<file path="src/rtl/clock_pkg.sv">
// Shared constants for the clock front end.
// Holds button channel indices, channel count and default timing values
// used by button_conditioner and button_channel.
package clock_pkg;

  localparam int unsigned NUM_BTN   = 6;

  localparam int unsigned BTN_UP    = 0;
  localparam int unsigned BTN_DOWN  = 1;
  localparam int unsigned BTN_LEFT  = 2;
  localparam int unsigned BTN_RIGHT = 3;
  localparam int unsigned BTN_MODE  = 4;
  localparam int unsigned BTN_SET   = 5;

  // Simulation-friendly timing; silicon builds override DEBOUNCE_CYCLES.
  localparam int unsigned SYNC_STAGES_DEF     = 2;
  localparam int unsigned DEBOUNCE_CYCLES_DEF = 4;
  localparam int unsigned REPEAT_DELAY_DEF    = 50;
  localparam int unsigned REPEAT_RATE_DEF     = 10;

  // Auto-repeat on up and down only.
  localparam logic [NUM_BTN-1:0] REPEAT_MASK_DEF = 6'b000011;

endpackage

</file>
<file path="src/rtl/button_channel.sv">
// Single button channel: synchroniser, debounce, press edge detect and
// optional auto-repeat.
// Ports:
//   i_clk   - system clock
//   i_rst   - synchronous active-high reset
//   i_btn   - raw asynchronous button input, 1 = pressed
//   o_level - debounced (stable) level
//   o_pulse - one-cycle press / repeat pulse
module button_channel #(
  parameter int unsigned SYNC_STAGES     = 2,
  parameter int unsigned DEBOUNCE_CYCLES = 4,
  parameter int unsigned REPEAT_DELAY    = 50,
  parameter int unsigned REPEAT_RATE     = 10,
  parameter bit          REPEAT_EN       = 1'b0
) (
  input  logic i_clk,
  input  logic i_rst,
  input  logic i_btn,
  output logic o_level,
  output logic o_pulse
);

  localparam int unsigned DbW = $clog2(DEBOUNCE_CYCLES + 1);
  localparam int unsigned RpW = $clog2(REPEAT_DELAY + 1);

  localparam logic [DbW-1:0] DbLast   = DbW'(DEBOUNCE_CYCLES - 1);
  localparam logic [RpW-1:0] RpLast   = RpW'(REPEAT_DELAY - 1);
  localparam logic [RpW-1:0] RpReload = RpW'(REPEAT_DELAY - REPEAT_RATE);

  logic [SYNC_STAGES-1:0] sync_q, sync_d;
  logic [DbW-1:0]         db_cnt_q, db_cnt_d;
  logic [RpW-1:0]         rp_cnt_q, rp_cnt_d;
  logic                   stable_q, stable_d;
  logic                   pulse_q, pulse_d;
  logic                   synced;
  logic                   rise;
  logic                   repeat_hit;

  assign sync_d = {sync_q[SYNC_STAGES-2:0], i_btn};
  assign synced = sync_q[SYNC_STAGES-1];

  // Debounce: accept a new level only after DEBOUNCE_CYCLES consecutive
  // mismatching edges; any matching edge restarts the count.
  always_comb begin
    db_cnt_d = '0;
    stable_d = stable_q;
    if (synced != stable_q) begin
      if (db_cnt_q == DbLast) begin
        stable_d = synced;
      end else begin
        db_cnt_d = db_cnt_q + 1'b1;
      end
    end
  end

  assign rise = stable_d & ~stable_q;

  // Repeat counter runs only while the level stays high. Using stable_d
  // suppresses any repeat on the edge where the level falls. The >= compare
  // plus reload keeps the counter bounded, so it can never wrap.
  always_comb begin
    rp_cnt_d   = '0;
    repeat_hit = 1'b0;
    if (REPEAT_EN && stable_d && !rise) begin
      if (rp_cnt_q >= RpLast) begin
        repeat_hit = 1'b1;
        rp_cnt_d   = RpReload;
      end else begin
        rp_cnt_d = rp_cnt_q + 1'b1;
      end
    end
  end

  assign pulse_d = rise | repeat_hit;

  always_ff @(posedge i_clk) begin
    if (i_rst) begin
      sync_q   <= '0;
      db_cnt_q <= '0;
      rp_cnt_q <= '0;
      stable_q <= 1'b0;
      pulse_q  <= 1'b0;
    end else begin
      sync_q   <= sync_d;
      db_cnt_q <= db_cnt_d;
      rp_cnt_q <= rp_cnt_d;
      stable_q <= stable_d;
      pulse_q  <= pulse_d;
    end
  end

  assign o_level = stable_q;
  assign o_pulse = pulse_q;

endmodule

</file>
<file path="src/rtl/button_conditioner.sv">
// Six-channel button front end for the clock top level.
// Ports:
//   i_clk   - system clock
//   i_rst   - synchronous active-high reset
//   i_btn   - raw button inputs, 1 = pressed
//   o_level - debounced level per channel (o_level[BTN_SET] drives set)
//   o_pulse - one-cycle press / repeat pulse per channel
module button_conditioner #(
  parameter int unsigned       NUM_BTN         = clock_pkg::NUM_BTN,
  parameter int unsigned       SYNC_STAGES     = clock_pkg::SYNC_STAGES_DEF,
  parameter int unsigned       DEBOUNCE_CYCLES = clock_pkg::DEBOUNCE_CYCLES_DEF,
  parameter int unsigned       REPEAT_DELAY    = clock_pkg::REPEAT_DELAY_DEF,
  parameter int unsigned       REPEAT_RATE     = clock_pkg::REPEAT_RATE_DEF,
  parameter logic [NUM_BTN-1:0] REPEAT_MASK    = clock_pkg::REPEAT_MASK_DEF
) (
  input  logic               i_clk,
  input  logic               i_rst,
  input  logic [NUM_BTN-1:0] i_btn,
  output logic [NUM_BTN-1:0] o_level,
  output logic [NUM_BTN-1:0] o_pulse
);

  import clock_pkg::*;

  for (genvar g = 0; g < NUM_BTN; g++) begin : g_chan
    button_channel #(
      .SYNC_STAGES    (SYNC_STAGES),
      .DEBOUNCE_CYCLES(DEBOUNCE_CYCLES),
      .REPEAT_DELAY   (REPEAT_DELAY),
      .REPEAT_RATE    (REPEAT_RATE),
      .REPEAT_EN      (REPEAT_MASK[g])
    ) u_chan (
      .i_clk  (i_clk),
      .i_rst  (i_rst),
      .i_btn  (i_btn[g]),
      .o_level(o_level[g]),
      .o_pulse(o_pulse[g])
    );
  end

endmodule

</file>
<file path="config.mk">
export PLATFORM = sky130hd
export DESIGN_NAME = button_conditioner
export DESIGN_NICKNAME = d
export VERILOG_FILES = /design/src/rtl/clock_pkg.sv /design/src/rtl/button_channel.sv /design/src/rtl/button_conditioner.sv
export SDC_FILE = /design/constraint.sdc
export NUM_CORES = 1
export LEC_CHECK = 0
export BUFFER_PORTS_ARGS = -buffer_cell sky130_fd_sc_hd__buf_2
export CAP_MARGIN = 0
export CELL_PAD_IN_SITES_DETAIL_PLACEMENT = 0
export CELL_PAD_IN_SITES_GLOBAL_PLACEMENT = 1
export CORE_UTILIZATION = 45
export DETAILED_ROUTE_END_ITERATION = 10
export GPL_TIMING_DRIVEN = 0
export HOLD_SLACK_MARGIN = 0.15
export PLACE_DENSITY = 0.77
export SYNTH_ARGS = -nofsm -noshare
export SYNTH_HDL_FRONTEND = slang
export SYNTH_SLANG_ARGS = --single-unit
</file>
<file path="constraint.sdc">
create_clock -name i_clk -period 1.68 [get_ports i_clk]
set_input_delay 0.084 -clock i_clk [delete_from_list [all_inputs] [get_ports i_clk]]
set_output_delay 0.084 -clock i_clk [all_outputs]
set_load 0.02 [all_outputs]
</file>
==> impl_metrics.csv <==
group,metric,value,unit
setup_path,r2r_cells,5,
grt,grt_use_met2,19.87,%
grt,grt_busiest_layer,"met2",
grt,use_met3,4.762,%
power_and_ir_drop,finalPower,2192,uW
grt,use_met1,14.10,%
setup_path,rrSetupSlack,330,ps
setup_path,r2r_end,"g_chan[1].u_chan.rp_cnt_q[4]$_SDFF_PP0_",
sta,finalClockSkew,3.250,ps
setup_path,cp_max_fo,5,
setup_path,crit_slowest_cell,"dfxtp_1",
grt,grt_pass1_wl,4719,um
yosys,synthTopCellsByArea,"dfxtp_1 (52%), ha_1 (11%), nor2_1 (5.1%)",
sta,finalSetupTns,0,ps
routing,drtPass1Iterations,2,
placement,io_buffers,19,
grt,grt_pass1_vias,1159,
floorplanning,start_util,47.14,%
yosys,syn-num-nets,228,
yosys,yosys.area.top_type,"dfxtp_1",
grt,grt_overflow_total,0,
sta,worst_pin_slew,449.5,ps
clock_tree,cts_resized,0,
outcome,status,"complete, no violations",
clock_tree,clock-sinks,54,
sta,max_slew_margin,70.04,%
sta,worst_slack,326.7,ps
setup_path,required,1860,ps
final_layout,drive_gt1_share,22.03,%
final_layout,area_growth,16.30,%
yosys,postSynthAreaPerCell,10.30,um2
sta,grt_setup_unrepaired,"no",
routing,wl,2566,um
final_layout,seq_area,1081,um2
placement,hpwlAfterDp,1830,um
final_layout,layout.nets,261,
final_layout,final_common_cell,"dfxtp_1",
placement,place_ws,288.5,ps
grt,grt_usage,12.00,%
routing,num_vias,1269,
clock_tree,worstSkewPairLatency,290,ps
setup_path,reg2reg_from,"g_chan[1].u_chan.rp_cnt_q[0]$_SDFF_PP0_",
floorplanning,core_area,4414,um2
clock_tree,clockRootBuffer,"clkbuf_8",
clock_tree,cts_buffer_depth,2,
placement,place.gp.congestion,0.6826,
grt,antenna_found_initial,0,
final_layout,fill_cells,392,
sta,setup_viol_count_final,0,
yosys,yosysUniqueCellTypes,26,
final_layout,diodes,0,
min_path,min_from,"g_chan[2].u_chan.db_cnt_q[0]$_SDFF_PP0_",
sta,fin_crit_sh,80.55,%
setup_path,critPathMaxStageDelay,400,ps
floorplanning,die_w,70,um
setup_path,crit_path_end_kind,"flip-flop",
clock_tree,cts_tree,"done",
grt,grt_start_max_net_pins,17,
final_layout,layout_common_cells,"dfxtp_1 (54), nor2_1 (28), buf_2 (20)",
min_path,min_path_cells,1,
sta,fmaxAchievable,738.9,MHz
min_path,holdPathEnd,"g_chan[2].u_chan.db_cnt_q[0]$_SDFF_PP0_",
clock_tree,post_cts_buffers,0,
job,drv_cap,0,
min_path,hp-class,"flip-flop to flip-flop",
clock_tree,htreeDepth,2,
floorplanning,rows,24,
clock_tree,clkTransAtPathRegs,90,ps
sta,hold_viol,0,
floorplanning,die-area,4900,um2
final_layout,multi_input_area,825.8,um2
power_and_ir_drop,p_per_area,905.9,nW/um2
routing,route.detailed.drc,0,
routing,drtIter0Drc,26,
yosys,yosys_warnings,0,
setup_path,crit_arrival,1530,ps
setup_path,crit_type,"flip-flop to flip-flop",
routing,drtAntennaViolNets,0,
routing,avgRoutedWirePerCell,8.910,um
sta,slew_violations,0,
setup_path,start_kind,"flip-flop",
sta,period_minus_slack,1353,ps
yosys,synth-seq-cells,54,
power_and_ir_drop,p_leak,0.001005,uW
power_and_ir_drop,peakVddDrop,0.0006445,V
yosys,synth_top_area_share,51.95,%
floorplanning,die_h,70,um
setup_path,path_cells,"inv_1 > ha_1 > nor4b_2 > o2111ai_1 > nor2_1",
routing,avgViaCountPerCell,4.406,
yosys,synth_cells,202,
yosys,yosysSeqAreaShare,51.95,%
floorplanning,pin_count,20,
yosys,syn_area,2081,um2
clock_tree,cts_buffers,5,
metal layers:
layer / up-vias / wire length, um
met5: - / 0
met4: 0 / 36
met3: 4 / 99
met2: 21 / 1156
met1: 547 / 1274
li1: 697 / -
where the power goes:
group	internal, uW	leakage [uW]	total (uW)	switching, uW
Clock	439	0.0000579	827	388
Combinational	34.8	0.000509	61.0	26.2
Sequential	1300	0.000438	1300	7.57
Total	1770	0.00100	2190	422
synthesized netlist by cell type:
cell / instances
or3_4: 2
xor2_1: 2
a21oi_1: 2
nor2_1: 28
dfxtp_1: 54
mux2i_1: 6
nand3_1: 4
a21boi_0: 2
or3_1: 4
nand2_1: 2
nor4b_2: 2
or2_2: 2
a31oi_1: 2
xnor2_1: 10
buf_1: 1
nor2b_1: 12
buf_2: 1
and3_1: 2
buf_4: 12
inv_1: 19
o2111ai_1: 2
clkbuf_1: 1
nor3_1: 4
ha_1: 18
nand2b_1: 2
nor2_2: 6
layout make-up:
class                   instances  share of cell area, %
plain buffers                  15                  4.240
clock buffers                   5                  2.844
clock inverters                 3                  1.655
inverters                      19                  2.947
multi-input cells             114                  34.13
flip-flops and latches         54                  44.67
well taps                      52                  2.689
repair buffers                 26                  6.825
repair_timing:
action,in CTS,in global routing
endpoints found under the hold margin,9,0
hold buffers,7,0
endpoints found under the setup margin,0,0
sequential cells by signal (all words and copies together), names as in the netlist:
signal	count
g_chan.u_chan.db_cnt_q	18
g_chan.u_chan.rp_cnt_q	12
g_chan.u_chan.sync_q	12
g_chan.u_chan.o_level	6
g_chan.u_chan.o_pulse	6
stage by stage:
stage          hold WS [ps]  area (um2)  util, %  std cells
5_1_grt               448.1        2420    54.82        288
6_report              422.2        2420    54.82        288
3_3_place_gp          293.8        2241    50.77        273
4_1_cts               425.6        2420    54.82        288
2_1_floorplan         212.2        2081        -        202
3_5_place_dp          297.6        2241    50.77        273
worst max-delay path, delay by kind of cell, from the launching register on:
kind | cells | cell delay (ps)
DFF | 1 | 400
adders and majority gates | 1 | 190
AOI/OAI and AO/OA | 1 | 330
and+or+nand+nor | 2 | 250
buffers and inverters | 1 | 60
cell families after synthesis:
group,share of synthesized area [%]
compound gates,2.646
simple gates,18.28
flops,51.95
buf+inv,8.358
mux,2.886
xor+xnor,5.051
fa+ha+maj,10.82
worst max-delay path by stage:
stage                                            start                                      end  slack (ps)  cells past startpoint
2_1_floorplan  g_chan[0].u_chan.db_cnt_q[0]$_SDFF_PP0_  g_chan[0].u_chan.db_cnt_q[0]$_SDFF_PP0_         440                      4
3_3_place_gp   g_chan[1].u_chan.rp_cnt_q[0]$_SDFF_PP0_  g_chan[1].u_chan.rp_cnt_q[4]$_SDFF_PP0_         330                      5
3_5_place_dp   g_chan[1].u_chan.rp_cnt_q[0]$_SDFF_PP0_  g_chan[1].u_chan.rp_cnt_q[4]$_SDFF_PP0_         290                      5
4_1_cts        g_chan[1].u_chan.rp_cnt_q[0]$_SDFF_PP0_  g_chan[1].u_chan.rp_cnt_q[4]$_SDFF_PP0_         270                      5
5_1_grt        g_chan[1].u_chan.rp_cnt_q[0]$_SDFF_PP0_  g_chan[1].u_chan.rp_cnt_q[4]$_SDFF_PP0_         210                      5
6_report       g_chan[1].u_chan.rp_cnt_q[0]$_SDFF_PP0_  g_chan[1].u_chan.rp_cnt_q[4]$_SDFF_PP0_         330                      5
No activity file was read; power rests on OpenSTA's default activity.
